File: src/rtl/sync_down_counter_4bit.sv
// -----------------------------------------------------------------------------
// sync_down_counter_4bit
//
// 4-bit synchronous down-counter. Each falling edge on the asynchronous Count
// input is synchronized into the CLK domain and then decrements the counter by
// one. When the counter underflows it either wraps to 1111 or reloads from D,
// depending on Auto_Reload, and Borrow pulses high for one cycle.
//
// Ports
//   CLK          in   system clock; every state change is on its rising edge
//   Reset        in   synchronous active-high reset
//   Count        in   asynchronous pulse stream; each falling edge = one event
//   Load         in   synchronous parallel-load strobe (A <= D)
//   D3..D0       in   load / reload value, D3 = MSB (synchronous to CLK)
//   Auto_Reload  in   1: reload from D on underflow, 0: wrap to 1111
//   A3..A0       out  registered count, A3 = MSB
//   Borrow       out  registered one-cycle underflow pulse
//   Zero         out  combinational, high while A == 0000
//
// Parameter
//   SYNC_STAGES  flip-flop depth of the Count synchronizer (2 or 3)
// -----------------------------------------------------------------------------
module sync_down_counter_4bit #(
    parameter int SYNC_STAGES = 2
) (
    input  logic CLK,
    input  logic Reset,
    input  logic Count,
    input  logic Load,
    input  logic D3,
    input  logic D2,
    input  logic D1,
    input  logic D0,
    input  logic Auto_Reload,
    output logic A3,
    output logic A2,
    output logic A1,
    output logic A0,
    output logic Borrow,
    output logic Zero
);

    logic [SYNC_STAGES-1:0] sync;
    logic                   hist;
    logic [3:0]             count_q;
    logic [3:0]             count_d;
    logic                   borrow_q;
    logic                   borrow_d;
    logic [3:0]             d_val;
    logic                   dec_event;

    assign d_val = {D3, D2, D1, D0};

    // Falling edge of the synchronized Count: history still high, newest low.
    // Clearing hist on reset means a Count held high through reset first has to
    // be seen high after reset before its fall can register as an event.
    assign dec_event = hist & ~sync[SYNC_STAGES-1];

    always_comb begin
        count_d  = count_q;
        borrow_d = 1'b0;
        if (Load) begin
            // Load wins over a coincident event; that event is simply dropped.
            count_d = d_val;
        end else if (dec_event) begin
            if (count_q == 4'b0000) begin
                borrow_d = 1'b1;
                count_d  = Auto_Reload ? d_val : 4'b1111;
            end else begin
                count_d = count_q - 4'd1;
            end
        end
    end

    always_ff @(posedge CLK) begin
        if (Reset) begin
            sync     <= '0;
            hist     <= 1'b0;
            count_q  <= 4'b0000;
            borrow_q <= 1'b0;
        end else begin
            sync     <= {sync[SYNC_STAGES-2:0], Count};
            hist     <= sync[SYNC_STAGES-1];
            count_q  <= count_d;
            borrow_q <= borrow_d;
        end
    end

    assign {A3, A2, A1, A0} = count_q;
    assign Borrow           = borrow_q;
    assign Zero             = (count_q == 4'b0000);

endmodule

File: config.mk
export PLATFORM = sky130hd
export DESIGN_NAME = sync_down_counter_4bit
export DESIGN_NICKNAME = d
export VERILOG_FILES = /design/src/rtl/sync_down_counter_4bit.sv
export SDC_FILE = /design/constraint.sdc
export NUM_CORES = 1
export LEC_CHECK = 0
export CORE_AREA = 10 10 47 49
export DETAILED_ROUTE_END_ITERATION = 12
export DIE_AREA = 0 0 57 59
export PLACE_DENSITY = 0.66
export SYNTH_ARGS = -nofsm -noshare
export SYNTH_HDL_FRONTEND = slang
export SYNTH_SLANG_ARGS = --single-unit
File: constraint.sdc
create_clock -name CLK -period 2.4 [get_ports CLK]
set_input_delay 0.24 -clock CLK [delete_from_list [all_inputs] [get_ports CLK]]
set_output_delay 0.24 -clock CLK [all_outputs]
set_load 0.02 [all_outputs]
After elaboration in Yosys (flattened, before gate mapping)
Index checks and enable logic that the tools add are counted.

word-level totals
  output and inout port bits = 6
  word-level logic and storage cells = 16
  bits of input ports = 9
  flip-flop bits (word level) = 8

operators by class
  add/subtract/negate cells = 1
  mux-type cells = 5
  reduce and logical (&&, ||, !) cells = 3
  bitwise operators = 3

operator list
  operator                                          count
  2-to-1 mux 4 bit                                  4
  zero test 4 bit                                   1
  subtractor 4 x 1 -> 4 bit, second input constant  1
  OR reduction 3 bit                                1
  inverter 1 bit                                    2
  nonzero test 2 bit                                1
  bitwise AND 1 bit                                 1
  2-to-1 mux 1 bit                                  1

Logic depth before layout (Yosys ltp)
  word-level depth = 4
  mapped depth = 5
  gate-level depth less buffers = 5

Worst setup path after synthesis
OpenSTA, ideal clock, no wires.

  path type = register to register
  from = register count_q[0]
  to = register count_q[0]
  buffers on the path = 0
  required time = 2297 ps
  setup slack = 773 ps
  library setup time = 103 ps
  arrival time = 1524 ps
  stages on the path, launching flop included = 6
  path through = dfxtp_1 -> inv_1 -> ha_1 -> nor3b_4 -> o32ai_1 -> a2111oi_2

on the way
  cells in the longest elaborated chain, start to end = 4
  elaborated cells on any way between the ends = 5

RTL lines
  what                      line  text
  start: declaration        45    logic [3:0] count_q;
  start signal: assignment  84    count_q <= count_d;
  zero test 4 bit           -
  named net Zero            40    output logic Zero
  2-to-1 mux 4 bit          66    if (count_q == 4'b0000) begin
  2-to-1 mux 4 bit          65    end else if (dec_event) begin
  2-to-1 mux 4 bit          62    if (Load) begin

The timed path passes the listed nets, and every way through them passes these cells. The select of a mux whose other input is x is not followed.
A chain may end at the register's enable or synchronous reset.

Worst setup path in the final report
  from = register count_q[0]
  to = output Zero

on the way
  cells in the longest elaborated chain, start to end = 1

RTL lines
  what              line  text
  zero test 4 bit   91    assign Zero = (count_q == 4'b0000);
  end: declaration  40

Every way passes these cells.

==> results.md <==
- Peak supply drop: roughly 0.00043 V
- CTS tree: yes
- Yosys top cell area share: 35.3%
- RSZ-0062 raised after global routing: no
- Drt via density: 5.53
- Final Cell Area: 632 um^2
- Post-DP HPWL: 898 um
- Setup Viol. Count Final: 0
- # nets final: 76
- Syn_nets: slightly below 60
- Seq/Total Area, Yosys: about a third
- Mapped Cells: 48
- Commonest cells in the netlist: dfxtp_1 (8), nor2b_1 (5), a21oi_1 (4), inv_1 (4)
- Final TNS setup: 0 ns
- Final Hold Slack: 0.425 ns
- CP delay by family, top: buffers and inverters
- CP required: 2.16 ns
- Hold Path Cell Cnt: 1
- IO Pins: 15
- Largest net degree at the start of global routing: 12
- Max-cap violations: 0
- Routability congestion estimate: between 0.7 and 0.8
- CP endpoint kind: output port
- Area leader, netlist: dfxtp_1
- Pwr Density: 570 nW/um^2
- Cell depth of the worst flop-to-flop path: 5
- # Post-CTS Setup Buffers: 0
- Vias in the first global route: 434
- Critical Path, Cell by Cell: inv_1, ha_1, nor3b_4, clkdlybuf4s50_1
- GRT overflow: 0
- Synth area leaders: dfxtp_1 (35%), a2111oi_2 (9.9%), nor2b_1 (6.9%)
- Clock Pin Slew Worst Setup and Hold Paths: 0.06 ns
- Slew Viols, Final: 0
- Antenna Nets Post-Route: 0
- Initial antenna violation count: 0
- Post-synthesis mux area share: 0%
- Hold WC Path Type: flop to flop
- Clock buffer depth: 2
- Num CTS Buffers: 3
- Mapped Avg Cell Area: 9.46 um^2
- Core area: roughly 1400 um^2
- Max stage delay cell, worst path: clkdlybuf4s50_1
- Clk Latency, worst-skew pair: between 0.2 and 0.3 ns
- # rows: 14
- Pre-CTS worst setup slack: about 0.55 ns
- Min cycle time layout: 2.13 ns
- CTS Hold Bufs: 0
- Synth unique cells: 23
- Port bufs: 14
- Crit Path Max Fanout: 7
- Filler cells: 148
- Buffers & Inverters on Critical Path: 2
- Part of the cycle the worst path needs: 88.9%
- Worst slew pin tran: 0.381 ns
- Adder-Cell Fraction of Synth Area: roughly 2.8%
- ANT cells: 0
- DP Cell Count: 77
- WL final: 1.14 mm
- Power Total: 360 uW
- Initial Util: 32.4%
- Wire per inst: approximately 14 um
- Via total after detailed routing: 442
- Final Worst Setup Slack: approximately 0.27 ns
- XOR/XNOR Fraction of Synth Area: 0%
- Drc violations: 0
- Final Instance Count excl. Fillers: 80
- Area Growth Syn to Fin: 39.1%
- Compound-Gate Fraction of Synth Area: 29.5%
- Clk Tree Root Cell: clkbuf_4
- Post-synth EDFFs: 0
- First-pass GRT wire length: 1.92 mm
- Final hold vios: 0
- DR iter-0 viols: 11
- Setup crit start kind: flop
- CTS Sinks: 8
- Die width: between 50 and 60 um
- Worst setup path class: flop to output port
- Global-route usage over all layers: ~7.1%
- Simple logic cell fraction of the synthesized area: between 20% and 30%
- F_max: 0.469 GHz
- Combinational family with the most area after synthesis: compound AO/OA/AOI/OAI gates
- H-tree depth: 1
- Slew margin rel.: 74.5%
- Largest stage delay on the critical path: 0.66 ns
- Die area: between 3000 and 4000 um^2
- Die Ht: around 59 um
- Top-count cell post-synth: dfxtp_1
- LEAKAGE: 0.230 nW
- Outcome: finished clean
- Cell depth of the worst setup path: 4
- Post-DP Area: 609 um^2
- Fraction of layout cells with a size suffix above 1: 14.1%
- Async S/R FF share, synth: 0%
- Seq cells post-synth: 8
- Finished Core Util: 45.1%
- Ys flop type: dfxtp_1
- PostCTS Resize Cnt: 0
- Pre-Repair DR Iteration Count: 4
- Yosys warns: 0
- Worst EP arrival: 1.89 ns
- Post-synthesis cell area: 454 um^2
- Clk_skew: 0.0112 ns
==> sequential cells by signal (all words and copies together) (netlist names) <==
| register | flops |
|---|---|
| count_q | 4 |
| Borrow | 1 |
| hist | 1 |
| sync | 2 |
==> layer usage <==
layer / global-route usage (%) / share of wire (%)
met5: 0 / 0
met4: 0 / 0
met3: 5.15 / 9.0
met2: 12.1 / 49
met1: 7.29 / 42
==> path summary, 6_finish.rpt <==
| path | start | endpoint | slack, ns |
|---|---|---|---|
| max | count_q[0] | Zero | 0.27 |
| min reg2reg | sync[0] | sync[1] | 0.43 |
| max reg2reg | count_q[0] | count_q[3] | 0.81 |
| min | sync[0] | sync[1] | 0.43 |
==> logic make-up after synthesis <==
kind of cell               after synthesis
and+or+nand+nor                         18
AOI/OAI and AO/OA                       15
buffers and inverters                    6
adders and majority gates                1
DFF                                      8
==> cell type report <==
class                      instances  area (um^2)  area share (%)
clock buffer                       3         22.5            3.56
sequential                         8          160            25.3
inverter                           5         18.8            2.97
tap                               16         20.0            3.17
timing repair buffer              14          140            22.2
multi-input combinational         34          270            42.8
==> power breakdown <==
part | switching (mW) | total (mW) | internal (mW)
Sequential | 0.0132 | 0.155 | 0.142
Clock | 0.0436 | 0.101 | 0.0571
Combinational | 0.0489 | 0.104 | 0.0555
==> layout by cell type (no fill, tap or decap), types with 2 or more instances in the layout <==
cell	n
a2111oi_2	3
a21oi_1	4
clkbuf_4	3
clkdlybuf4s50_1	14
dfxtp_1	8
inv_1	4
nand2_1	2
nand2b_1	2
nor2_1	2
nor2b_1	5
nor3_1	2
o32ai_1	3
==> worst reg2reg max path, cell delays in order, from the launching register on <==
cell       delay (ns)
dfxtp_1          0.44
inv_1            0.10
ha_1             0.24
o21bai_2         0.21
a2111oi_2        0.40
a2111oi_2        0.08
No activity file was read; power rests on OpenSTA's default activity.
